==> config.mk <==
export PLATFORM = sky130hd
export DESIGN_NAME = iterative_muldiv
export DESIGN_NICKNAME = d
export VERILOG_FILES = /design/src/rtl/iterative_muldiv_pkg.sv /design/src/rtl/muldiv_signmag.sv /design/src/rtl/iterative_muldiv.sv
export SDC_FILE = /design/constraint.sdc
export NUM_CORES = 1
export LEC_CHECK = 0
export CAP_MARGIN = 15
export CORE_MARGIN = 1.5
export CORE_UTILIZATION = 45
export DETAILED_ROUTE_END_ITERATION = 10
export PLACE_DENSITY = 0.68
export SYNTH_ARGS = -nofsm -noshare
export SYNTH_HDL_FRONTEND = slang
export SYNTH_SLANG_ARGS = --single-unit
==> constraint.sdc <==
create_clock -name Clk -period 10.7 [get_ports Clk]
set_input_delay 1.605 -clock Clk [delete_from_list [all_inputs] [get_ports Clk]]
set_output_delay 1.605 -clock Clk [all_outputs]
set_load 0.05 [all_outputs]
==> src/rtl/iterative_muldiv_pkg.sv <==
// Shared definitions for the iterative multiply/divide unit: op codes, FSM states, register indices.
// No logic; constants and types only.
// Not applicable (no handshake in a package).
package iterative_muldiv_pkg;

    typedef enum logic [1:0] {
        OP_MUL   = 2'b00,
        OP_UDIV  = 2'b01,
        OP_SDIV  = 2'b10,
        OP_UMULH = 2'b11
    } op_e;

    typedef enum logic [1:0] {
        IDLE = 2'b00,
        RUN  = 2'b01,
        FIN  = 2'b10
    } state_e;

    // Register 31 reads as zero in the register file; writes to it are dropped there.
    localparam int XZR_IDX = 31;

    // Iteration counter must hold 0..width-1 with headroom for the terminal compare.
    function automatic int cnt_width(input int w);
        return $clog2(w) + 1;
    endfunction

endpackage

==> src/rtl/muldiv_signmag.sv <==
// Two's-complement conditional negate: yields |x| on entry and the signed quotient on exit.
// Purely combinational, zero cycles.
// No flow control; output follows input.
module muldiv_signmag #(
    parameter int WIDTH = 64
) (
    input  logic [WIDTH-1:0] val_i,
    input  logic             neg_i,
    output logic [WIDTH-1:0] val_o
);

    // Negate when requested; the most-negative value maps to itself, which is what the
    // SDIV overflow case (MIN / -1) relies on.
    always_comb begin
        val_o = neg_i ? ('0 - val_i) : val_i;
    end

endmodule

==> src/rtl/iterative_muldiv.sv <==
// Iterative MUL/UDIV/SDIV (and optional UMULH under MULDIV_UMULH_EN), one bit per clock.
// Fixed latency: Done rises WIDTH+1 edges after the accepting edge, for every op and operand.
// No queuing: Start is only honoured in IDLE (which includes the Done cycle); otherwise dropped.
module iterative_muldiv
    import iterative_muldiv_pkg::*;
#(
    parameter int WIDTH   = 64,
    parameter int RADDR_W = 5
) (
    input  logic               Clk,
    input  logic               Reset,
    input  logic               Start,
    input  logic [1:0]         Op,
    input  logic [WIDTH-1:0]   BusA,
    input  logic [WIDTH-1:0]   BusB,
    input  logic [RADDR_W-1:0] RW,
    output logic               Busy,
    output logic               Done,
    output logic [WIDTH-1:0]   Result,
    output logic [RADDR_W-1:0] RWOut,
    output logic               RegWrOut
);

    localparam int CNT_W = cnt_width(WIDTH);

    state_e               state_q, state_d;
    logic [CNT_W-1:0]     cnt_q, cnt_d;
    op_e                  op_q, op_d;
    // MUL: hi = upper product half, lo = multiplier shifting out / lower half shifting in.
    // DIV: hi = partial remainder, lo = dividend shifting out / quotient shifting in.
    logic [WIDTH-1:0]     hi_q, hi_d;
    logic [WIDTH-1:0]     lo_q, lo_d;
    logic [WIDTH-1:0]     opnd_q, opnd_d;   // multiplicand or divisor magnitude
    logic                 neg_q, neg_d;     // SDIV quotient needs negation
    logic                 div0_q, div0_d;   // divisor was zero at accept
    logic [RADDR_W-1:0]   dst_q, dst_d;
    logic [WIDTH-1:0]     result_q, result_d;
    logic [RADDR_W-1:0]   rwout_q, rwout_d;
    logic                 done_q, done_d;

    logic                 in_sdiv;
    logic                 in_div;
    logic [WIDTH-1:0]     a_mag;
    logic [WIDTH-1:0]     b_mag;
    logic [WIDTH-1:0]     quot_signed;

    logic [WIDTH:0]       mul_sum;
    logic [WIDTH:0]       rem_sh;
    logic [WIDTH:0]       rem_diff;
    logic                 rem_ge;

    assign in_sdiv = (Op == OP_SDIV);
    assign in_div  = (Op == OP_UDIV) || (Op == OP_SDIV);

    muldiv_signmag #(.WIDTH(WIDTH)) u_abs_a (
        .val_i (BusA),
        .neg_i (in_sdiv && BusA[WIDTH-1]),
        .val_o (a_mag)
    );

    muldiv_signmag #(.WIDTH(WIDTH)) u_abs_b (
        .val_i (BusB),
        .neg_i (in_sdiv && BusB[WIDTH-1]),
        .val_o (b_mag)
    );

    muldiv_signmag #(.WIDTH(WIDTH)) u_fix_q (
        .val_i (lo_q),
        .neg_i (neg_q),
        .val_o (quot_signed)
    );

    // One iteration of each datapath; the FSM picks which result to keep.
    always_comb begin
        mul_sum  = {1'b0, hi_q} + {1'b0, (lo_q[0] ? opnd_q : {WIDTH{1'b0}})};
        rem_sh   = {hi_q, lo_q[WIDTH-1]};
        rem_diff = rem_sh - {1'b0, opnd_q};
        rem_ge   = ~rem_diff[WIDTH];
    end

    // Next-state, datapath and output-register logic.
    always_comb begin
        state_d  = state_q;
        cnt_d    = cnt_q;
        op_d     = op_q;
        hi_d     = hi_q;
        lo_d     = lo_q;
        opnd_d   = opnd_q;
        neg_d    = neg_q;
        div0_d   = div0_q;
        dst_d    = dst_q;
        result_d = result_q;
        rwout_d  = rwout_q;
        done_d   = 1'b0;

        case (state_q)
            IDLE: begin
                if (Start) begin
                    state_d = RUN;
                    cnt_d   = '0;
                    op_d    = op_e'(Op);
                    dst_d   = RW;
                    hi_d    = '0;
                    lo_d    = in_div ? a_mag : BusB;
                    opnd_d  = in_div ? b_mag : BusA;
                    neg_d   = in_sdiv && (BusA[WIDTH-1] ^ BusB[WIDTH-1]);
                    div0_d  = (BusB == '0);
                end
            end
            RUN: begin
                if ((op_q == OP_UDIV) || (op_q == OP_SDIV)) begin
                    // Restoring step: remainder never exceeds the divisor, so WIDTH bits hold it.
                    hi_d = rem_ge ? rem_diff[WIDTH-1:0] : rem_sh[WIDTH-1:0];
                    lo_d = {lo_q[WIDTH-2:0], rem_ge};
                end else begin
                    // Shift-add step: carry-out of the add becomes the new top product bit.
                    hi_d = mul_sum[WIDTH:1];
                    lo_d = {mul_sum[0], lo_q[WIDTH-1:1]};
                end
                cnt_d = cnt_q + 1'b1;
                if (cnt_q == CNT_W'(WIDTH - 1)) begin
                    state_d = FIN;
                end
            end
            FIN: begin
                state_d = IDLE;
                done_d  = 1'b1;
                rwout_d = dst_q;
                case (op_q)
                    OP_MUL:  result_d = lo_q;
                    OP_UDIV,
                    OP_SDIV: result_d = div0_q ? '0 : quot_signed;
                    default: begin
`ifdef MULDIV_UMULH_EN
                        result_d = hi_q;
`else
                        result_d = '0;
`endif
                    end
                endcase
            end
            default: begin
                state_d = IDLE;
            end
        endcase
    end

    // State and datapath registers; reset also aborts any operation in flight.
    always_ff @(posedge Clk) begin
        if (Reset) begin
            state_q  <= IDLE;
            cnt_q    <= '0;
            op_q     <= OP_MUL;
            hi_q     <= '0;
            lo_q     <= '0;
            opnd_q   <= '0;
            neg_q    <= 1'b0;
            div0_q   <= 1'b0;
            dst_q    <= '0;
            result_q <= '0;
            rwout_q  <= '0;
            done_q   <= 1'b0;
        end else begin
            state_q  <= state_d;
            cnt_q    <= cnt_d;
            op_q     <= op_d;
            hi_q     <= hi_d;
            lo_q     <= lo_d;
            opnd_q   <= opnd_d;
            neg_q    <= neg_d;
            div0_q   <= div0_d;
            dst_q    <= dst_d;
            result_q <= result_d;
            rwout_q  <= rwout_d;
            done_q   <= done_d;
        end
    end

    assign Busy     = (state_q != IDLE);
    assign Done     = done_q;
    assign RegWrOut = done_q;
    assign Result   = result_q;
    assign RWOut    = rwout_q;

endmodule

==> key figures, run 1 <==
Critical path
  – Crit-path max FO: 6
  – Critical Path End Type: flop
  – Critical path arrival: 5690 ps
  – Type of origin of the critical path: input port
  – Crit path kind: in2reg
  – Critical path required time: 11150 ps

Global route
  – GRT Util Overall: 30.2%
  – GRT Residual Overflow: 0
  – First-pass GRT wire length: 139000 um
  – Initial antenna violation count: 13
  – Vias in the first global route: 24.8k
  – Largest net degree at the start of global routing: 104

Synth
  – Syn Std Cell Area: 0.0255 mm2
  – Synth Instances: 3735
  – Register area share after synthesis: 22.0%
  – Post-synth top flop: dfxtp_1
  – Post-Syn Nets: 4010
  – Yosys synthesis warning count: 0
  – Post-synth ARST share: 0%
  – Post-synth EDFFs: 0
  – Register bit total from synthesis: 280
  – Unique masters post-synth: 91
  – Synth Area per Inst: 6.83 um2

STA
  – FMAX: 191 MHz
  – Min Tclk post-route: 5240 ps
  – PnR worst setup slack: 5460 ps
  – Setup violations, final: 0
  – Worst Clk Skew: 31.6 ps
  – Final hold viol count: 0
  – Slew HR: 31.1%
  – Max-slew violations: 0
  – Worst-Margin Slew: 1030 ps
  – RSZ-0062 raised after global routing: false
  – Setup TNS: 0 ps
  – Crit share post-route: 49.0%

Finish
  – Nets: 4028
  – Area delta synth->final: 13.6%
  – Fraction of layout cells with a size suffix above 1: 3.81%
  – Post-route cell area: 0.0290 mm2
  – Filler cells: 5564
  – Storage cell area: 0.00561 mm2
  – Area occupied by multi-input gates: 0.0185 mm2

Run status
  – Status: complete, no violations

Clocking
  – Root buffer cell: clkbuf_16
  – CTS tree: done
  – Worst skew pair latency: 560 ps
  – H-tree levels: 2
  – Worst-path clk slew: 60 ps
  – Clk sinks: 280
  – Post-CTS sizing: 0
  – Hold-fix buffers, CTS: 0
  – Clock Path Buffers: 3
  – Postcts setup bufs: 0
  – Cts bufs inserted: 34

Worst hold path
  – Hold Crit Class: reg2reg

Floorplan
  – Area of the core: 0.0563 mm2
  – Die width: 241 um
  – IO Pins: 210
  – Die H: 241 um
  – Initial Util: 45.4%
  – Die Area: 0.0582 mm2
  – Row count: 87

Place
  – HPWL Detailed: 67600 um
  – Pre-CTS setup slack: 4910 ps
  – RD Place Congestion: 0.970
  – Placed cell area: 0.0279 mm2
  – I/O Buffers: 209

Routing
  – Vias: 27.4k
  – Residual DRC: 0
  – Routed Antenna Nets: 0
  – Drt pass-1 iters: 6
  – Total wire length: 90600 um
  – DR vias/cell: 6.03
  – Initial drt markers: 2616
  – DR WL/cell: 20.0 um

Pwr
  – Net Switching: 1.33 mW
  – Switching share of power: 37.3%
  – Clock power share: 32.9%
  – Cell Int Power: 2.23 mW
  – Comb power frac: 33.5%
  – Seq pwr share: 33.6%
  – Max VDD drop: 0.105 mV
  – Power Density: 123 mW/mm2
  – LEAKAGE: 10.8 nW

Flow run
  – Number of max-cap violations: 0
[cells in the final DEF (no fill, tap or decap), types with 22 or more instances in the layout]
master / n
a21o_1: 62
mux2i_1: 68
nor2b_1: 36
a21oi_1: 490
buf_4: 33
xor2_1: 117
nor3_1: 64
nand4_1: 35
ha_1: 133
or4_1: 23
clkdlybuf4s50_1: 208
o21bai_1: 28
o21ai_0: 371
a211oi_1: 78
nand3_1: 50
or3_1: 56
nor4_1: 22
nand2b_1: 26
nand2_1: 491
o211ai_1: 25
inv_1: 123
a22oi_1: 64
nor2_1: 382
clkbuf_16: 35
xnor2_1: 111
a31oi_1: 26
o21a_1: 27
o31ai_1: 48
dfxtp_1: 279
[metrics by stage]
| step | hold slack (ps) | power [mW] | cells | util [%] |
|---|---|---|---|---|
| 2_1_floorplan | 432 | 2.03 | 3735 | - |
| 3_3_place_gp | 440 | 2.38 | 4473 | 49.6 |
| 3_5_place_dp | 444 | 2.38 | 4473 | 49.6 |
| 4_1_cts | 454 | 3.56 | 4532 | 51.5 |
| 5_1_grt | 465 | 3.74 | 4536 | 51.5 |
| 6_report | 453 | 3.56 | 4539 | 51.5 |
[synth_stat cells (all sizes together), types with 27 or more instances]
library cell / count / area, um2
xor2: 117 / 1020
a211oi: 78 / 586
or4: 27 / 218
buf: 33 / 140
o31ai: 51 / 407
o21ai: 377 / 1890
a21o: 62 / 465
nor2b: 37 / 231
nor2: 387 / 1460
dfxtp: 280 / 5610
nor3: 68 / 360
nand2b: 28 / 175
nand4: 35 / 219
nand2: 493 / 1850
clkbuf: 227 / 852
nand3: 50 / 250
o21a: 27 / 203
mux2i: 68 / 681
ha: 135 / 1690
xnor2: 112 / 981
a22oi: 64 / 480
inv: 124 / 465
a21oi: 491 / 2460
or3: 56 / 350
o21bai: 28 / 210
[sequential cells by signal, indices dropped and copies added, names as in the netlist, 2 cells and up]
register and cells:
lo_q 64, opnd_q 64, hi_q 64, state_q 2, Result 64, dst_q 5
cnt_q 7, RWOut 5, op_q 2
[final timing paths]
path | startpoint | endpoint | slack (ps) | cells past startpoint
worst max register to register | lo_q[0]$_SDFFE_PP0P_ | hi_q[60]$_SDFFE_PP0P_ | 5490 | 15
worst min-delay path | Result[40]$_SDFFE_PP0P_ | Result[40]$_SDFFE_PP0P_ | 450 | 2
worst max-delay path | BusA[0] | lo_q[62]$_SDFFE_PP0P_ | 5460 | 14
worst min register to register | Result[40]$_SDFFE_PP0P_ | Result[40]$_SDFFE_PP0P_ | 450 | 2
[cell families after synthesis]
kind of cell	Yosys count	share of synthesized area (%)
XOR/XNOR	229	7.86
adder cells (fa/ha/maj)	137	6.77
multiplexers	72	2.84
AO/OA/AOI/OAI	1349	32.0
buffers and inverters	385	5.72
AND/OR/NAND/NOR	1283	22.9
flip-flops	280	22.0
[final cells by class]
class                           instances  area share (%)
Antenna cell                            7          0.0604
Clock buffer                           46            3.23
Clock inverter                         13           0.518
Inverter                              125            1.62
Multi-Input combinational cell       3070            63.9
Sequential cell                       280            19.3
Tap cell                              756            3.26
Timing Repair Buffer                  242            8.07
[layer usage]
metal	part of all wire, %	GRT usage [%]
met1	43	39.9
met2	45	47.9
met3	7.1	5.04
met4	4.9	14.2
met5	0.072	0
[worst max-delay path, cell delays in order]
cell,delay (ps)
clkdlybuf4s50_1,460
inv_1,80
ha_1,190
or4b_2,670
nor3_2,410
nand4_1,360
nor3_1,670
nand3_1,290
nor4_1,240
nor2_1,80
xnor2_1,140
o21ai_0,140
nand2_1,70
a221oi_1,290
[power by group through the flow]
stage / Sequential [mW] / Clock (mW) / Combinational (mW)
after detailed placement: 1.22 / 0 / 1.17
after global routing: 1.20 / 1.22 / 1.31
after CTS: 1.19 / 1.19 / 1.17
after floorplan: 1.16 / 0 / 0.869
after global placement: 1.21 / 0 / 1.16
final: 1.20 / 1.17 / 1.19
No activity file was read; power rests on OpenSTA's default activity.
==> run 2, diff against run 1 <==
Clock period 10.7 ns to 5 ns, I/O delays scaled along.
==> run 2 against run 1 <==
Core utilization increased by 0.50 points; total power rose by 120%; cell area up 0.97%; non-clock buffer count up 22; setup slack got worse by 5000 ps; die area did not move; largest power group is now combinational logic.
==> key figures, run 2 (synthesized netlist as in run 1, its figures left out) <==
Finish
  – Area delta synth->final: 14.7% (was 13.6%)
  – Fraction of layout cells with a size suffix above 1: 4.55% (was 3.81%)
  – Area occupied by multi-input gates: 0.0185 mm2 (unchanged)
  – Most frequent cells in the layout: 491 x nand2_1, 490 x a21oi_1, 382 x nor2_1 (unchanged)
  – Most common cell after layout, fill and taps aside: nand2_1 (unchanged)
  – Filler cells: 5580 (was 5564)
  – Nets: 4051 (was 4028)
  – Storage cell area: 0.00561 mm2 (unchanged)
  – Post-route cell area: 0.0293 mm2 (was 0.0290 mm2)

Critical path
  – Crit path kind: reg2reg (was in2reg)
  – R2R depth: 14 (was 15)
  – Critical path arrival: 5040 ps (was 5690 ps)
  – R2r startpoint: lo_q[0]$_SDFFE_PP0P_ (unchanged)
  – Crit-path max FO: 29 (was 6)
  – Critical R2R Capture: hi_q[60]$_SDFFE_PP0P_ (unchanged)
  – Critical path required time: 5450 ps (was 11150 ps)
  – Type of origin of the critical path: flop (was input port)
  – Reg2reg setup slack: 410 ps (was 5490 ps)
  – Critical Path End Type: flop (unchanged)

Floorplan
  – Row count: 87 (unchanged)
  – Die H: 241 um (unchanged)
  – Die width: 241 um (unchanged)
  – IO Pins: 210 (unchanged)
  – Area of the core: 0.0563 mm2 (unchanged)
  – Initial Util: 45.4% (unchanged)
  – Die Area: 0.0582 mm2 (unchanged)

STA
  – Slew HR: 21.8% (was 31.1%)
  – Setup TNS: 0 ps (unchanged)
  – PnR worst setup slack: 408 ps (was 5460 ps)
  – Min Tclk post-route: 4590 ps
  – Worst Clk Skew: 24.2 ps (was 31.6 ps)
  – Final hold viol count: 0 (unchanged)
  – Hold WS: 451 ps (was 453 ps)
  – RSZ-0062 raised after global routing: false (unchanged)
  – Crit share post-route: 91.8%
  – Setup violations, final: 0 (unchanged)
  – FMAX: 218 MHz
  – Worst-Margin Slew: 1170 ps (was 1030 ps)
  – Max-slew violations: 0 (unchanged)

Clocking
  – Clk sinks: 280 (unchanged)
  – Postcts setup bufs: 0 (unchanged)
  – CTS tree: done (unchanged)
  – Cts bufs inserted: 35 (was 34)
  – Worst skew pair latency: 570 ps (was 560 ps)
  – Worst-path clk slew: 60 ps (about the same)
  – Root buffer cell: clkbuf_16 (unchanged)
  – Post-CTS sizing: 0 (unchanged)
  – Hold-fix buffers, CTS: 0 (unchanged)
  – H-tree levels: 2 (unchanged)
  – Clock Path Buffers: 3 (unchanged)

Pwr
  – Power Density: 265 mW/mm2 (was 123 mW/mm2)
  – Switching share of power: 37.7% (was 37.3%)
  – Max VDD drop: 0.206 mV (was 0.105 mV)
  – Seq pwr share: 32.9% (was 33.6%)
  – LEAKAGE: 11.0 nW (was 10.8 nW)
  – Net Switching: 2.93 mW (was 1.33 mW)
  – Clock power share: 33.1% (was 32.9%)
  – Cell Int Power: 4.84 mW (was 2.23 mW)
  – Comb power frac: 34.0% (was 33.5%)

Global route
  – Largest net degree at the start of global routing: 185 (was 104)
  – GRT Residual Overflow: 0 (unchanged)
  – Initial antenna violation count: 15 (was 13)
  – Vias in the first global route: 25.0k (was 24.8k)
  – First-pass GRT wire length: 141000 um (was 139000 um)
  – GRT Util Overall: 30.6% (was 30.2%)

Run status
  – Status: complete, no violations (unchanged)

Routing
  – DR WL/cell: 20.0 um (about the same)
  – Vias: 27.5k (was 27.4k)
  – Total wire length: 91300 um (was 90600 um)
  – Residual DRC: 0 (unchanged)
  – DR vias/cell: 6.03 (about the same)
  – Routed Antenna Nets: 0 (unchanged)
  – Drt pass-1 iters: 8 (was 6)
  – Initial drt markers: 2497 (was 2616)

Place
  – RD Place Congestion: 0.980 (was 0.970)
  – HPWL Detailed: 69300 um (was 67600 um)
  – Placed cell area: 0.0281 mm2 (was 0.0279 mm2)
  – I/O Buffers: 209 (unchanged)
  – Pre-CTS setup slack: 496 ps (was 4910 ps)

Flow run
  – Number of max-cap violations: 0 (unchanged)

Worst hold path
  – Worst hold path depth: 2 (unchanged)
  – Hold Crit Class: reg2reg (unchanged)
  – HP Start: dst_q[4]$_SDFFE_PP0P_ (was Result[40]$_SDFFE_PP0P_)
  – Worst Hold End: RWOut[4]$_SDFFE_PP0P_ (was Result[40]$_SDFFE_PP0P_)
run 2: changes by cell type in the layout (fill, tap and decap cells not counted), sizes merged:
cell / previous run / this run
buf: 34 / 56
diode: 7 / 6
clkinv: 9 / 10
bufinv: 3 / 2
clkbuf: 46 / 48
clkinvlp: 1 / 2
inv: 125 / 127
run 2: worst max-delay path by stage:
stage / endpoint / slack (ps) / startpoint / depth (start not counted)
after floorplan: hi_q[60]$_SDFFE_PP0P_ / 1270 / lo_q[0]$_SDFFE_PP0P_ / 15
after detailed placement: opnd_q[59]$_SDFFE_PP0P_ / 500 / BusB[23] / 12
after global routing: hi_q[60]$_SDFFE_PP0P_ / 110 / lo_q[0]$_SDFFE_PP0P_ / 14
after CTS: hi_q[60]$_SDFFE_PP0P_ / 460 / lo_q[0]$_SDFFE_PP0P_ / 14
after global placement: opnd_q[59]$_SDFFE_PP0P_ / 520 / BusB[23] / 12
final: hi_q[60]$_SDFFE_PP0P_ / 410 / lo_q[0]$_SDFFE_PP0P_ / 14
run 2: cell type report:
cell class                      count  area share, %
Multi-Input combinational cell   3070           63.3
Sequential cell                   280           19.1
Inverter                          125           1.60
Timing Repair Buffer              264           8.77
Tap cell                          756           3.23
Clock inverter                     16          0.538
Antenna cell                        6         0.0513
Clock buffer                       48           3.36
run 2: per-stage QoR:
| stage | utilization [%] | power, mW | instances |
|---|---|---|---|
| 2_1_floorplan | - | 4.34 | 3735 |
| 3_3_place_gp | 50.0 | 5.16 | 4495 |
| 3_5_place_dp | 50.0 | 5.17 | 4495 |
| 4_1_cts | 52.0 | 7.74 | 4559 |
| 5_1_grt | 52.0 | 8.14 | 4560 |
| 6_report | 52.0 | 7.77 | 4565 |
run 2: worst max-delay path, stage by stage, from the launching register on:
cell and delay [ps]:
dfxtp_1 390, inv_2 460, nor2_1 100, ha_1 390, and3_1 240, nand4_1 110, a2111o_1 360, nand3_1 220
a31oi_1 230, o41ai_2 510, a2bb2oi_1 370, a41oi_1 330, nor4_1 330, o21ai_0 130, a32o_1 270
run 2: per-layer routing:
metal	vias to the layer above	routed length, um	global-route usage [%]
li1	13520	-	-
met1	12759	39100	39.9
met2	1022	41300	49.4
met3	221	6560	5.26
met4	18	4280	13.7
met5	-	115	0
run 2: power by group through the flow:
stage	Clock (mW)	Combinational, mW	Sequential [mW]
after floorplan	0	1.86	2.48
after global routing	2.69	2.89	2.56
final	2.57	2.64	2.56
after global placement	0	2.57	2.59
after detailed placement	0	2.58	2.59
after CTS	2.60	2.59	2.55
